===== config.mk =====
export PLATFORM = sky130hd
export DESIGN_NAME = ws2812_rx
export DESIGN_NICKNAME = d
export VERILOG_FILES = /design/src/rtl/ws2812_pkg.sv /design/src/rtl/ws2812_bit_decoder.sv /design/src/rtl/ws2812_rx.sv
export SDC_FILE = /design/constraint.sdc
export NUM_CORES = 1
export LEC_CHECK = 0
export CAP_MARGIN = 20
export CORE_MARGIN = 2
export CORE_UTILIZATION = 60
export CTS_BUF_LIST = sky130_fd_sc_hd__clkbuf_8
export CTS_CLUSTER_DIAMETER = 150
export DETAILED_ROUTE_END_ITERATION = 8
export PLACE_DENSITY = 0.85
export SLEW_MARGIN = 40
export SYNTH_ARGS = -nofsm -noshare
export SYNTH_HDL_FRONTEND = slang
export SYNTH_SLANG_ARGS = --single-unit

===== constraint.sdc =====
create_clock -name clk -period 34.8 [get_ports clk]
set_input_delay 6.96 -clock clk [delete_from_list [all_inputs] [get_ports clk]]
set_output_delay 6.96 -clock clk [all_outputs]
set_load 0.01 [all_outputs]

===== src/rtl/ws2812_pkg.sv =====
// Shared constants and types for the WS2812 receive path.
// Timing defaults assume a 100 MHz sampling clock.
package ws2812_pkg;

    localparam int DEF_BIT_THRESH_CYCLES = 60;
    localparam int DEF_MIN_HIGH_CYCLES   = 10;
    localparam int DEF_MAX_HIGH_CYCLES   = 150;
    localparam int DEF_RESET_CYCLES      = 5000;
    localparam int BITS_PER_PIXEL        = 24;

    typedef enum logic [1:0] {
        ERR_GLITCH   = 2'd0,
        ERR_STUCK    = 2'd1,
        ERR_PARTIAL  = 2'd2,
        ERR_OVERFLOW = 2'd3
    } err_code_t;

    typedef enum logic [1:0] {
        ST_WAIT_GAP = 2'd0,
        ST_IDLE     = 2'd1,
        ST_HIGH     = 2'd2,
        ST_LOW      = 2'd3
    } rx_state_t;

endpackage


===== src/rtl/ws2812_bit_decoder.sv =====
// Synchronizes din, measures high/low widths and turns each high pulse into
// a bit, a glitch/stuck error, or (after a long low) a latch strobe.
module ws2812_bit_decoder
    import ws2812_pkg::*;
#(
    parameter int BIT_THRESH_CYCLES = DEF_BIT_THRESH_CYCLES,
    parameter int MIN_HIGH_CYCLES   = DEF_MIN_HIGH_CYCLES,
    parameter int MAX_HIGH_CYCLES   = DEF_MAX_HIGH_CYCLES,
    parameter int RESET_CYCLES      = DEF_RESET_CYCLES
) (
    input  logic      clk,
    input  logic      reset,
    input  logic      din,
    output logic      bit_valid,
    output logic      bit_value,
    output logic      latch,
    output logic      bit_err,
    output err_code_t bit_err_code,
    output logic      busy,
    output rx_state_t state
);

    localparam int CNT_W = $clog2(RESET_CYCLES + 1);
    localparam logic [CNT_W-1:0] CNT_MAX  = CNT_W'(RESET_CYCLES);
    localparam logic [CNT_W-1:0] GAP_LAST = CNT_W'(RESET_CYCLES - 1);
    localparam logic [CNT_W-1:0] THRESH_C = CNT_W'(BIT_THRESH_CYCLES);
    localparam logic [CNT_W-1:0] MIN_C    = CNT_W'(MIN_HIGH_CYCLES);
    localparam logic [CNT_W-1:0] MAX_C    = CNT_W'(MAX_HIGH_CYCLES);

    logic             din_s1, din_s2, din_d;
    logic             rise, fall, gap_done, too_short, too_long;
    logic [CNT_W-1:0] high_cnt, low_cnt;
    rx_state_t        state_nxt;
    logic             bit_valid_nxt, bit_value_nxt, latch_nxt, bit_err_nxt, busy_nxt;
    err_code_t        bit_err_code_nxt;

    // Counters hold the number of previous consecutive high/low cycles,
    // so the current cycle is counted by comparing against limit-1.
    assign rise      = din_s2 & ~din_d;
    assign fall      = ~din_s2 & din_d;
    assign gap_done  = ~din_s2 && (low_cnt >= GAP_LAST);
    assign too_short = high_cnt < MIN_C;
    assign too_long  = din_s2 && (high_cnt >= MAX_C);

    always_ff @(posedge clk or posedge reset) begin
        if (reset) begin
            din_s1       <= 1'b0;
            din_s2       <= 1'b0;
            din_d        <= 1'b0;
            high_cnt     <= '0;
            low_cnt      <= '0;
            state        <= ST_WAIT_GAP;
            bit_valid    <= 1'b0;
            bit_value    <= 1'b0;
            latch        <= 1'b0;
            bit_err      <= 1'b0;
            bit_err_code <= ERR_GLITCH;
            busy         <= 1'b0;
        end else begin
            din_s1       <= din;
            din_s2       <= din_s1;
            din_d        <= din_s2;
            high_cnt     <= din_s2 ? ((high_cnt == CNT_MAX) ? high_cnt : high_cnt + 1'b1) : '0;
            low_cnt      <= din_s2 ? '0 : ((low_cnt == CNT_MAX) ? low_cnt : low_cnt + 1'b1);
            state        <= state_nxt;
            bit_valid    <= bit_valid_nxt;
            bit_value    <= bit_value_nxt;
            latch        <= latch_nxt;
            bit_err      <= bit_err_nxt;
            bit_err_code <= bit_err_code_nxt;
            busy         <= busy_nxt;
        end
    end

    always_comb begin
        state_nxt = state;
        case (state)
            ST_WAIT_GAP: if (gap_done) state_nxt = ST_IDLE;
            ST_IDLE:     if (rise) state_nxt = ST_HIGH;
            ST_HIGH: begin
                if (fall)          state_nxt = too_short ? ST_WAIT_GAP : ST_LOW;
                else if (too_long) state_nxt = ST_WAIT_GAP;
            end
            ST_LOW: begin
                if (rise)          state_nxt = ST_HIGH;
                else if (gap_done) state_nxt = ST_IDLE;
            end
            default: state_nxt = ST_WAIT_GAP;
        endcase
    end

    always_comb begin
        bit_valid_nxt    = 1'b0;
        bit_value_nxt    = (high_cnt >= THRESH_C);
        latch_nxt        = 1'b0;
        bit_err_nxt      = 1'b0;
        bit_err_code_nxt = ERR_GLITCH;
        busy_nxt         = busy;
        case (state)
            ST_WAIT_GAP: if (gap_done) begin
                latch_nxt = 1'b1;
                busy_nxt  = 1'b0;
            end
            ST_IDLE: if (rise) busy_nxt = 1'b1;
            ST_HIGH: begin
                if (fall) begin
                    bit_err_nxt   = too_short;
                    bit_valid_nxt = ~too_short;
                end else if (too_long) begin
                    bit_err_nxt      = 1'b1;
                    bit_err_code_nxt = ERR_STUCK;
                end
            end
            ST_LOW: if (!rise && gap_done) begin
                latch_nxt = 1'b1;
                busy_nxt  = 1'b0;
            end
            default: ;
        endcase
    end

endmodule


===== src/rtl/ws2812_rx.sv =====
// WS2812 receiver: assembles decoded bits into 24-bit pixels, buffers a frame
// and publishes it on latch. All outputs are strobes; there is no backpressure.
module ws2812_rx
    import ws2812_pkg::*;
#(
    parameter int LED_COUNT         = 8,
    parameter int BIT_THRESH_CYCLES = DEF_BIT_THRESH_CYCLES,
    parameter int MIN_HIGH_CYCLES   = DEF_MIN_HIGH_CYCLES,
    parameter int MAX_HIGH_CYCLES   = DEF_MAX_HIGH_CYCLES,
    parameter int RESET_CYCLES      = DEF_RESET_CYCLES,
    localparam int IDX_W = (LED_COUNT > 1) ? $clog2(LED_COUNT) : 1,
    localparam int PIX_W = $clog2(LED_COUNT + 1)
) (
    input  logic                          clk,
    input  logic                          reset,
    input  logic                          din,
    output logic                          pixel_valid,
    output logic [BITS_PER_PIXEL-1:0]     pixel_data,
    output logic [IDX_W-1:0]              pixel_index,
    output logic                          frame_valid,
    output logic [LED_COUNT*BITS_PER_PIXEL-1:0] frame_data,
    output logic [PIX_W-1:0]              frame_pixels,
    output logic                          err,
    output logic [1:0]                    err_code,
    output logic                          busy,
    output rx_state_t                     dbg_state
);

    localparam logic [4:0]       LAST_BIT = 5'(BITS_PER_PIXEL - 1);
    localparam logic [IDX_W-1:0] LAST_IDX = IDX_W'(LED_COUNT - 1);

    logic                      bit_valid, bit_value, latch, bit_err;
    err_code_t                 bit_err_code;
    logic [4:0]                bit_count;
    logic [BITS_PER_PIXEL-2:0] word;
    logic [BITS_PER_PIXEL-1:0] full_word;
    logic [BITS_PER_PIXEL-1:0] shadow [LED_COUNT];
    logic [PIX_W-1:0]          pix_cnt;
    logic                      ovf_seen, aborted, room;

    assign full_word = {word, bit_value};
    assign room      = pix_cnt < PIX_W'(LED_COUNT);

    ws2812_bit_decoder #(
        .BIT_THRESH_CYCLES(BIT_THRESH_CYCLES),
        .MIN_HIGH_CYCLES  (MIN_HIGH_CYCLES),
        .MAX_HIGH_CYCLES  (MAX_HIGH_CYCLES),
        .RESET_CYCLES     (RESET_CYCLES)
    ) u_dec (
        .clk         (clk),
        .reset       (reset),
        .din         (din),
        .bit_valid   (bit_valid),
        .bit_value   (bit_value),
        .latch       (latch),
        .bit_err     (bit_err),
        .bit_err_code(bit_err_code),
        .busy        (busy),
        .state       (dbg_state)
    );

    // An aborted frame is dropped silently at its latch; the shadow is
    // scrubbed there so the next frame starts from zero.
    always_ff @(posedge clk or posedge reset) begin
        if (reset) begin
            pixel_valid  <= 1'b0;
            pixel_data   <= '0;
            pixel_index  <= '0;
            frame_valid  <= 1'b0;
            frame_data   <= '0;
            frame_pixels <= '0;
            err          <= 1'b0;
            err_code     <= '0;
            bit_count    <= '0;
            word         <= '0;
            pix_cnt      <= '0;
            ovf_seen     <= 1'b0;
            aborted      <= 1'b0;
            for (int k = 0; k < LED_COUNT; k++) shadow[k] <= '0;
        end else begin
            pixel_valid <= 1'b0;
            frame_valid <= 1'b0;
            err         <= 1'b0;
            if (bit_err) begin
                err      <= 1'b1;
                err_code <= bit_err_code;
                aborted  <= 1'b1;
            end
            if (bit_valid && !aborted) begin
                if (bit_count == LAST_BIT) begin
                    pixel_valid <= 1'b1;
                    pixel_data  <= full_word;
                    bit_count   <= '0;
                    word        <= '0;
                    if (room) begin
                        shadow[pix_cnt[IDX_W-1:0]] <= full_word;
                        pixel_index <= pix_cnt[IDX_W-1:0];
                        pix_cnt     <= pix_cnt + 1'b1;
                    end else begin
                        pixel_index <= LAST_IDX;
                        if (!ovf_seen) begin
                            err      <= 1'b1;
                            err_code <= ERR_OVERFLOW;
                            ovf_seen <= 1'b1;
                        end
                    end
                end else begin
                    bit_count <= bit_count + 1'b1;
                    word      <= full_word[BITS_PER_PIXEL-2:0];
                end
            end
            if (latch) begin
                if (!aborted && bit_count != '0) begin
                    err      <= 1'b1;
                    err_code <= ERR_PARTIAL;
                end
                if (!aborted && pix_cnt != '0) begin
                    for (int k = 0; k < LED_COUNT; k++)
                        frame_data[k*BITS_PER_PIXEL +: BITS_PER_PIXEL] <= shadow[k];
                    frame_pixels <= pix_cnt;
                    frame_valid  <= 1'b1;
                end
                for (int k = 0; k < LED_COUNT; k++) shadow[k] <= '0;
                pix_cnt   <= '0;
                bit_count <= '0;
                word      <= '0;
                ovf_seen  <= 1'b0;
                aborted   <= 1'b0;
            end
        end
    end

endmodule


==> flow_summary.json, run 1 <==
{
  "die_x_um": 184,
  "clockBufferDepth": 3,
  "track_usage": 0.286,
  "wl_per_cell_um": 20.3,
  "wl_um": 47100,
  "p_clk_frac": 0.446,
  "die-area_um2": 33900,
  "drt-pass1-iter-count": 5,
  "critPathRequiredTime_ps": 35440,
  "hold_class": "reg -> reg",
  "grt_start_max_net_pins": 138,
  "synth_area_um2": 19500,
  "final.setup_skew_ps": 24.4,
  "synth-async-reset-ratio": 1.00,
  "clock-sinks": 491,
  "reg2reg_to": "frame_data[71]$_DFFE_PP0P_",
  "p_leak_nw": 11.3,
  "cp-start-kind": "input port",
  "r2r_slack_ps": 31510,
  "antenna_found_initial": 0,
  "wl_met3_um": 2810,
  "reg2regPathDepth": 7,
  "die_h_um": 184,
  "ctsHoldBuffers": 0,
  "numCtsBuffers": 78,
  "p_int_mw": 0.834,
  "cts.reportedPaths.clkPinSlew_ps": 60,
  "whs_path_depth": 0,
  "fin_area_um2": 23700,
  "drive_gt1_frac": 0.194,
  "powerDensity_nw_per_um2": 44.9,
  "max_freq_ghz": 0.112,
  "fin_tns_setup_ps": 0,
  "sw_frac_of_total": 0.214,
  "fin_nets": 1883,
  "pwr-share-seq": 0.540,
  "place_area_um2": 22100,
  "gp_congestion": 0.871,
  "synth_area_leaders": "dfrtp_1, mux2_2, nand2_1",
  "drcViolationCount": 0,
  "drt_iter0_drc": 932,
  "worst_setup_path_end_kind": "asynchronous set/reset pin",
  "nFillCells": 2010,
  "syn_inst": 1653,
  "p_sw_mw": 0.228,
  "synth_top_area_share": 0.631,
  "synth_warnings": 0,
  "syn_nets": 1670,
  "ant_nets": 0,
  "post_cts_resized": 0,
  "start_util": 0.614,
  "grt_remaining_overflow": 0,
  "yosysTopAreaCell": "dfrtp_1",
  "max_cap_viol_count": 0,
  "dp.final_hpwl_um": 29700,
  "finalHoldViolCount": 0,
  "synth_edf_count": 0,
  "ir_drop_mv": 0.0282,
  "ioPinCount": 234,
  "root_buffer": "clkbuf_8",
  "cts_tree": "yes",
  "whs_endpoint": "u_dec.din_s2$_DFF_PP0_",
  "p_comb_frac": 0.014,
  "timing_max_transition_violations_final": 0,
  "avgSynthCellArea_um2": 11.8,
  "grt_pass1_vias": 13800,
  "holdCritStartpoint": "u_dec.din_s1$_DFF_PP0_",
  "portBuffers": 233,
  "synth.distinct_cells": 52,
  "ctsHtreeMaxLevel": 3,
  "period_needed_ps": 8930,
  "dr_total_vias": 13400,
  "setup_viol": 0,
  "area_growth_pct": 21.5,
  "status": "complete, no violations",
  "clkLatencyLatePin_ps": 590,
  "grt_pass1_wl_um": 74700,
  "worst_pin_slew_ps": 884,
  "top_layer": "met4",
  "core_area_um2": 31700,
  "row_count": 65,
  "cts_setup_buffers": 0,
  "rsz0062_at_grt": "no",
  "met2_length_um": 23200,
  "yosysSeqAreaShare": 0.631,
  "criticalPathCategory": "in -> async",
  "m1WireLength_um": 19000,
  "cp.arrival_ps": 9570,
  "synthFlopType": "dfrtp_1",
  "slew_headroom": 0.411,
  "yosys_register_bits": 491,
  "path_max_fanout": 109,
  "routed_via_density": 5.78,
  "antennaDiodeCount": 0,
  "finalCritPeriodShare": 0.257,
  "rr_startpoint": "pix_cnt[1]$_DFFE_PP0P_"
}
-- per-layer routing --
layer / GRT usage / vias to the layer above
met4: 0.141 / 0
met5: 0 / -
met2: 0.466 / 493
met3: 0.0480 / 123
li1: - / 5982
met1: 0.377 / 6830
-- logic make-up (layout without fill, tap and decap cells) --
group                      after synthesis  count (layout)  synth area share
AOI/OAI and AO/OA                      236             236            0.0688
xor gates and xnor gates                24              24            0.0108
buffers and inverters                  143             411            0.0313
and+or+nand+nor                        501             501             0.110
DFF                                    491             491             0.631
muxes                                  244             244             0.139
adders and majority gates               14              14           0.00900
-- how the worst max path moves through the flow --
stage,start,end
CTS,reset,shadow[186]$_DFFE_PP0P_
global route,reset,frame_data[31]$_DFFE_PP0P_
finish,reset,shadow[102]$_DFFE_PP0P_
global placement,reset,frame_data[108]$_DFFE_PP0P_
detailed placement,reset,frame_data[109]$_DFFE_PP0P_
floorplan,reset,aborted$_DFFE_PP0P_
-- synth_stat cells (2+ instances only) --
cell type	n
nor3_2	6
and3_1	5
xnor2_1	12
and2_1	11
o21ai_0	11
mux2i_1	28
nor3_1	10
nand2_1	356
inv_1	21
buf_1	2
ha_1	14
nor2_1	59
nand4_1	3
a21oi_1	180
buf_2	52
nor4b_1	2
nand3_1	16
or2_2	2
a211oi_1	3
buf_4	2
xor2_1	12
nand2b_1	5
a21boi_0	2
a22o_1	26
nor3b_1	3
mux2_2	216
or3_1	9
dfrtp_1	491
clkbuf_1	66
o21a_1	2
nor2b_1	5
-- per-stage QoR --
stage,worst slack [ps],utilization,hold WS (ps),instances,total power [mW]
floorplan,14140,-,331,1653,0.594
global placement,24800,0.692,334,2181,0.597
detailed placement,25130,0.695,363,2186,0.598
CTS,25740,0.744,383,2321,1.07
global route,25510,0.746,382,2323,1.10
finish,25870,0.746,378,2323,1.06
-- worst max-delay path, stage by stage --
cell	delay, ps
clkdlybuf4s50_1	540
inv_12	220
buf_16	410
buf_6	600
buf_4	690
-- layout by cell type (no fill, tap or decap), types with 3 or more instances in the layout --
cell             synthesis  routed
clkdlybuf4s50_1          0     233
o21ai_0                 11      11
nand3_1                 16      16
xor2_1                  12      12
xnor2_1                 12      12
nor3_1                  10      10
nor2_1                  59      58
inv_1                   21      48
a22o_1                  26      26
dfrtp_1                491     490
nand2_1                356     354
or3_1                    9       3
nand2b_1                 5       5
ha_1                    14      14
nor3_4                   0       3
clkbuf_8                 0      98
clkinv_2                 0       4
and2_1                  11      11
a211oi_1                 3       3
and3_1                   5       5
mux2_2                 216     216
buf_4                    2       8
nor3_2                   6       3
or3_2                    0       6
a21oi_1                180     180
nor2b_1                  5       4
buf_6                    0       8
nand4_1                  3       3
buf_8                    0       3
mux2i_1                 28      28
-- power groups by stage --
stage	clock, mW	combinational [mW]	sequential, mW
floorplan	0	0.0106	0.583
global placement	0	0.0142	0.583
detailed placement	0	0.0150	0.583
CTS	0.482	0.0151	0.573
global route	0.509	0.0177	0.573
finish	0.474	0.0150	0.573
-- cell type report --
cell class / instances / area [um2] / area share
flip-flops and latches: 491 / 12300 / 0.519
multi-input cells: 1019 / 6640 / 0.281
repair buffers: 255 / 2600 / 0.110
clock buffers: 98 / 1350 / 0.0570
well taps: 402 / 503 / 0.0213
clock inverters: 37 / 188 / 0.00793
inverters: 21 / 91.3 / 0.00386
-- flip-flops by register name, summed over array words and instances, names as in the netlist, 2 cells and up --
| name | count |
|---|---|
| frame_data | 192 |
| shadow | 192 |
| pixel_data | 24 |
| word | 23 |
| u_dec.high_cnt | 13 |
| u_dec.low_cnt | 13 |
| bit_count | 5 |
| frame_pixels | 4 |
| pix_cnt | 4 |
| pixel_index | 3 |
| err_code | 2 |
| u_dec.state | 2 |
Note: power is estimated with default switching activity, not from simulation.
==> inputs of run 2 (changes only) <==
--- a/config.mk
+++ b/config.mk
@@ -7,11 +7,11 @@
 export LEC_CHECK = 0
 export CAP_MARGIN = 20
 export CORE_MARGIN = 2
-export CORE_UTILIZATION = 60
+export CORE_UTILIZATION = 52
 export CTS_BUF_LIST = sky130_fd_sc_hd__clkbuf_8
 export CTS_CLUSTER_DIAMETER = 150
 export DETAILED_ROUTE_END_ITERATION = 8
-export PLACE_DENSITY = 0.85
+export PLACE_DENSITY = 0.78
 export SLEW_MARGIN = 40
 export SYNTH_ARGS = -nofsm -noshare
 export SYNTH_HDL_FRONTEND = slang
==> constraint.sdc (replaced) <==
create_clock -name clk -period 7.39 [get_ports clk]
set_input_delay 1.478 -clock clk [delete_from_list [all_inputs] [get_ports clk]]
set_output_delay 1.478 -clock clk [all_outputs]
set_load 0.01 [all_outputs]
==> flow_summary.json, run 2 (synthesized netlist as in run 1, its figures left out) <==
{
  "drive_gt1_frac": 0.196,
  "worst_pin_slew_ps": 809,
  "wl_um": 47700,
  "wl_per_cell_um": 20.0,
  "final_cell_mix": "dfrtp_1, nand2_1, clkdlybuf4s50_1, mux2_2, a21oi_1",
  "timing_max_transition_violations_final": 0,
  "max_cap_viol_count": 0,
  "grt_pass1_wl_um": 74000,
  "track_usage": 0.245,
  "core_area_um2": 36800,
  "fin_nets": 1880,
  "final_common_cell": "dfrtp_1",
  "dr_total_vias": 13200,
  "reg_top3": "frame_data (192), shadow (192), pixel_data (24)",
  "die_h_um": 198,
  "setup_viol": 0,
  "clockBufferDepth": 3,
  "die-area_um2": 39000,
  "dp.final_hpwl_um": 30400,
  "drt-pass1-iter-count": 5,
  "path_cells": "clkdlybuf4s50_1",
  "path_max_fanout": 2,
  "rsz0062_at_grt": "no",
  "clkLatencyLatePin_ps": 600,
  "cpMaxStageDelayCell": "clkdlybuf4s50_1",
  "cp-start-kind": "register",
  "portBuffers": 233,
  "crit_family": "buffers and inverters",
  "criticalPathCategory": "reg -> out",
  "ant_nets": 0,
  "gp_congestion": 0.826,
  "numCtsBuffers": 77,
  "hold_class": "reg -> reg",
  "grt_remaining_overflow": 0,
  "grt_start_max_net_pins": 166,
  "root_buffer": "clkbuf_8",
  "worst_setup_path_end_kind": "output pin",
  "post_cts_resized": 0,
  "cp.arrival_ps": 1610,
  "max_freq_ghz": 0.324,
  "p_leak_nw": 11.3,
  "status": "complete, no violations",
  "slew_headroom": 0.460,
  "ctsHtreeMaxLevel": 3,
  "powerDensity_nw_per_um2": 212,
  "clock-sinks": 491,
  "antennaDiodeCount": 0,
  "die_x_um": 198,
  "cts.reportedPaths.clkPinSlew_ps": 60,
  "row_count": 70,
  "period_needed_ps": 3080,
  "cts_tree": "yes",
  "grt_pass1_vias": 13100,
  "critical-path-max-stage-delay_ps": 640,
  "power_mw": 5.05,
  "area_growth_pct": 22.2,
  "start_util": 0.529,
  "antenna_found_initial": 0,
  "finalHoldViolCount": 0,
  "final.setup_skew_ps": 30.2,
  "ctsHoldBuffers": 0,
  "ir_drop_mv": 0.123,
  "critPathRequiredTime_ps": 5910,
  "routed_via_density": 5.54,
  "fin_hold_ws_ps": 341,
  "ioPinCount": 234,
  "finalCritPeriodShare": 0.417,
  "cp_num_buf_inv": 1,
  "drt_iter0_drc": 859,
  "drcViolationCount": 0,
  "cts_setup_buffers": 0
}
-- run 2: final timing paths --
check	slack, ps	cells after the start	startpoint	end
max	4310	1	frame_pixels[0]$_DFFE_PP0P_	frame_pixels[0]
min	340	0	u_dec.din_s1$_DFF_PP0_	u_dec.din_s2$_DFF_PP0_
max reg2reg	4320	6	pix_cnt[0]$_DFFE_PP0P_	frame_data[20]$_DFFE_PP0P_
min reg2reg	340	0	u_dec.din_s1$_DFF_PP0_	u_dec.din_s2$_DFF_PP0_
max in group asynchronous	4950	4	reset	frame_data[99]$_DFFE_PP0P_
min in group asynchronous	1250	2	reset	frame_data[178]$_DFFE_PP0P_
-- run 2: report_power, final --
part	total (mW)	switching [mW]	internal (mW)
Clock	2.28	1.02	1.26
Sequential	2.70	0.00660	2.69
Combinational	0.0703	0.0567	0.0136
Total	5.05	1.09	3.97
-- run 2: final cells by class --
type | count | area [um2]
sequential | 491 | 12300
multi-input combinational | 1019 | 6650
tap | 468 | 586
clock buffer | 102 | 1400
clock inverter | 30 | 160
fill | 2778 | 13000
timing repair buffer | 253 | 2630
inverter | 21 | 82.6
-- run 2: stage by stage --
| stage | setup WS (ps) | cells | cell area (um2) | TNS (ps) | util |
|---|---|---|---|---|---|
| floorplan | -747 | 1653 | 19500 | -366580 | - |
| global placement | 3940 | 2243 | 22000 | 0 | 0.599 |
| global route | 4160 | 2384 | 23800 | 0 | 0.647 |
| CTS | 4280 | 2382 | 23700 | 0 | 0.645 |
| detailed placement | 4170 | 2250 | 22200 | 0 | 0.603 |
| finish | 4310 | 2384 | 23800 | 0 | 0.647 |
-- run 2: metal layers --
metal,global-route usage,vias to the layer above,routed length (um)
li1,-,5970,-
met2,0.393,462,22800
met4,0.0886,0,1500
met3,0.0499,100,3450
met1,0.335,6680,20000
met5,0,-,0
==> inputs of run 3 (changes only) <==
--- a/config.mk
+++ b/config.mk
@@ -7,11 +7,11 @@
 export LEC_CHECK = 0
 export CAP_MARGIN = 20
 export CORE_MARGIN = 2
-export CORE_UTILIZATION = 52
+export CORE_UTILIZATION = 58
 export CTS_BUF_LIST = sky130_fd_sc_hd__clkbuf_8
 export CTS_CLUSTER_DIAMETER = 150
 export DETAILED_ROUTE_END_ITERATION = 8
-export PLACE_DENSITY = 0.78
+export PLACE_DENSITY = 0.83
 export SLEW_MARGIN = 40
 export SYNTH_ARGS = -nofsm -noshare
 export SYNTH_HDL_FRONTEND = slang
==> constraint.sdc (replaced) <==
create_clock -name clk -period 3.1 [get_ports clk]
set_input_delay 0.62 -clock clk [delete_from_list [all_inputs] [get_ports clk]]
set_output_delay 0.62 -clock clk [all_outputs]
set_load 0.01 [all_outputs]
==> flow_summary.json, run 3 (synthesized netlist as in run 1, its figures left out) <==
{
  "status": "complete, no violations",
  "p_int_mw": 9.25,
  "cp-start-kind": "register",
  "p_sw_mw": 2.57,
  "timing_max_transition_violations_final": 0,
  "grt_start_max_net_pins": 206,
  "reg2reg_to": "shadow[138]$_DFFE_PP0P_",
  "post_cts_resized": 0,
  "cts_setup_buffers": 0,
  "track_usage": 0.274,
  "area_growth_pct": 21.8,
  "final_cell_mix": "dfrtp_1, nand2_1, clkdlybuf4s50_1, mux2_2, a21oi_1",
  "period_needed_ps": 2370,
  "ant_nets": 0,
  "crit_start": "bit_count[0]$_DFFE_PP0N_",
  "cts.reportedPaths.clkPinSlew_ps": 60,
  "p_leak_nw": 11.3,
  "max_freq_ghz": 0.421,
  "slew_headroom": 0.418,
  "drt-pass1-iter-count": 7,
  "crit_family": "simple AND/OR/NAND/NOR gates",
  "cp-endpoint": "shadow[138]$_DFFE_PP0P_",
  "rr_startpoint": "bit_count[0]$_DFFE_PP0N_",
  "final.setup_skew_ps": 27.8,
  "finalCritPeriodShare": 0.766,
  "grt_remaining_overflow": 0,
  "ir_drop_mv": 0.311,
  "powerDensity_nw_per_um2": 498,
  "drcViolationCount": 0,
  "worst_setup_path_end_kind": "register",
  "clkLatencyLatePin_ps": 600,
  "clock-sinks": 491,
  "start_util": 0.585,
  "dr_total_vias": 13400,
  "die_h_um": 187,
  "drt_iter0_drc": 1169,
  "grt_pass1_wl_um": 75400,
  "p_clk_frac": 0.441,
  "drive_gt1_frac": 0.196,
  "pwr-share-seq": 0.544,
  "finalHoldViolCount": 0,
  "clockBufferDepth": 3,
  "wl_per_cell_um": 20.1,
  "wl_um": 47500,
  "reg2regPathDepth": 6,
  "cts_tree": "yes",
  "nFillCells": 2246,
  "sw_frac_of_total": 0.218,
  "portBuffers": 233,
  "final_common_cell": "dfrtp_1",
  "row_count": 67,
  "numCtsBuffers": 77,
  "die_x_um": 187,
  "ctsHoldBuffers": 0,
  "cp.arrival_ps": 2820,
  "cpMaxStageDelayCell": "or3_2",
  "max_cap_viol_count": 0,
  "critical-path-max-stage-delay_ps": 770,
  "ff_latch_area_um2": 12300,
  "p_comb_frac": 0.015,
  "fin_tns_setup_ps": 0,
  "core_area_um2": 33300,
  "routed_via_density": 5.65,
  "r2r_slack_ps": 730,
  "ctsHtreeMaxLevel": 3,
  "worst_pin_slew_ps": 872,
  "dp.final_hpwl_um": 29900,
  "fin_nets": 1892,
  "gp_congestion": 0.853,
  "antenna_found_initial": 0,
  "criticalPathCategory": "reg -> reg",
  "multi_input_area_um2": 6630,
  "setup_viol": 0,
  "worstSetupPathDepth": 6,
  "hold_class": "in -> async",
  "path_cells": "ha_1 > and4b_2 > nand3_2 > or3_2 > nand2_1 > a21oi_1",
  "rsz0062_at_grt": "no",
  "cp_num_buf_inv": 0,
  "root_buffer": "clkbuf_8",
  "antennaDiodeCount": 0,
  "critPathRequiredTime_ps": 3540,
  "ioPinCount": 234,
  "die-area_um2": 35100,
  "reg_top3": "frame_data (192), shadow (192), pixel_data (24)",
  "fin_hold_ws_ps": 346,
  "path_max_fanout": 24,
  "grt_pass1_vias": 13700
}
-- run 3: changes by cell type in the layout (fill, tap and decap cells not counted), sizes merged --
cell      previous run  this run
buf                 20        32
clkbuf             102        94
clkinvlp             4         6
clkinv               4         3
inv                 42        41
-- run 3: stage by stage --
step,setup slack (ps),util,power [mW],std cells,instance area (um2)
after floorplan,-4180,-,6.67,1653,19500
after global placement,775,0.668,6.72,2243,22200
after detailed placement,729,0.668,6.72,2243,22200
after CTS,691,0.712,11.9,2367,23700
after global routing,580,0.713,12.2,2368,23700
final,726,0.713,11.8,2368,23700
-- run 3: power by group through the flow --
stage / sequential, mW / clock, mW / combinational (mW)
final: 6.43 / 5.21 / 0.172
after global routing: 6.43 / 5.60 / 0.203
after CTS: 6.43 / 5.31 / 0.180
after detailed placement: 6.54 / 0 / 0.179
after global placement: 6.54 / 0 / 0.174
after floorplan: 6.55 / 0 / 0.120
-- run 3: layer usage --
| layer | track usage | wire [um] |
|---|---|---|
| met5 | 0 | 0 |
| met4 | 0.114 | 1690 |
| met3 | 0.0565 | 3060 |
| met1 | 0.363 | 19400 |
| met2 | 0.447 | 23400 |
-- run 3: worst min-delay path by stage --
| stage | from | to | slack, ps |
|---|---|---|---|
| detailed placement | u_dec.din_s1$_DFF_PP0_ | u_dec.din_s2$_DFF_PP0_ | 340 |
| finish | reset | shadow[12]$_DFFE_PP0P_ | 350 |
| floorplan | u_dec.din_s1$_DFF_PP0_ | u_dec.din_s2$_DFF_PP0_ | 330 |
| global placement | u_dec.din_s1$_DFF_PP0_ | u_dec.din_s2$_DFF_PP0_ | 330 |
| global route | reset | shadow[12]$_DFFE_PP0P_ | 340 |
| CTS | reset | shadow[12]$_DFFE_PP0P_ | 330 |
-- run 3: worst register-to-register path, stage by stage (launching register included) --
cell and delay [ps]:
dfrtp_1 400, ha_1 210, and4b_2 310, nand3_2 250, or3_2 770, nand2_1 200
a21oi_1 80
-- run 3: cell type report --
| cell class | instances | area share |
|---|---|---|
| clock buffers | 94 | 0.0545 |
| clock inverters | 30 | 0.00680 |
| inverters | 21 | 0.00348 |
| multi-input cells | 1019 | 0.279 |
| flip-flops and latches | 491 | 0.518 |
| well taps | 448 | 0.0236 |
| repair buffers | 265 | 0.114 |
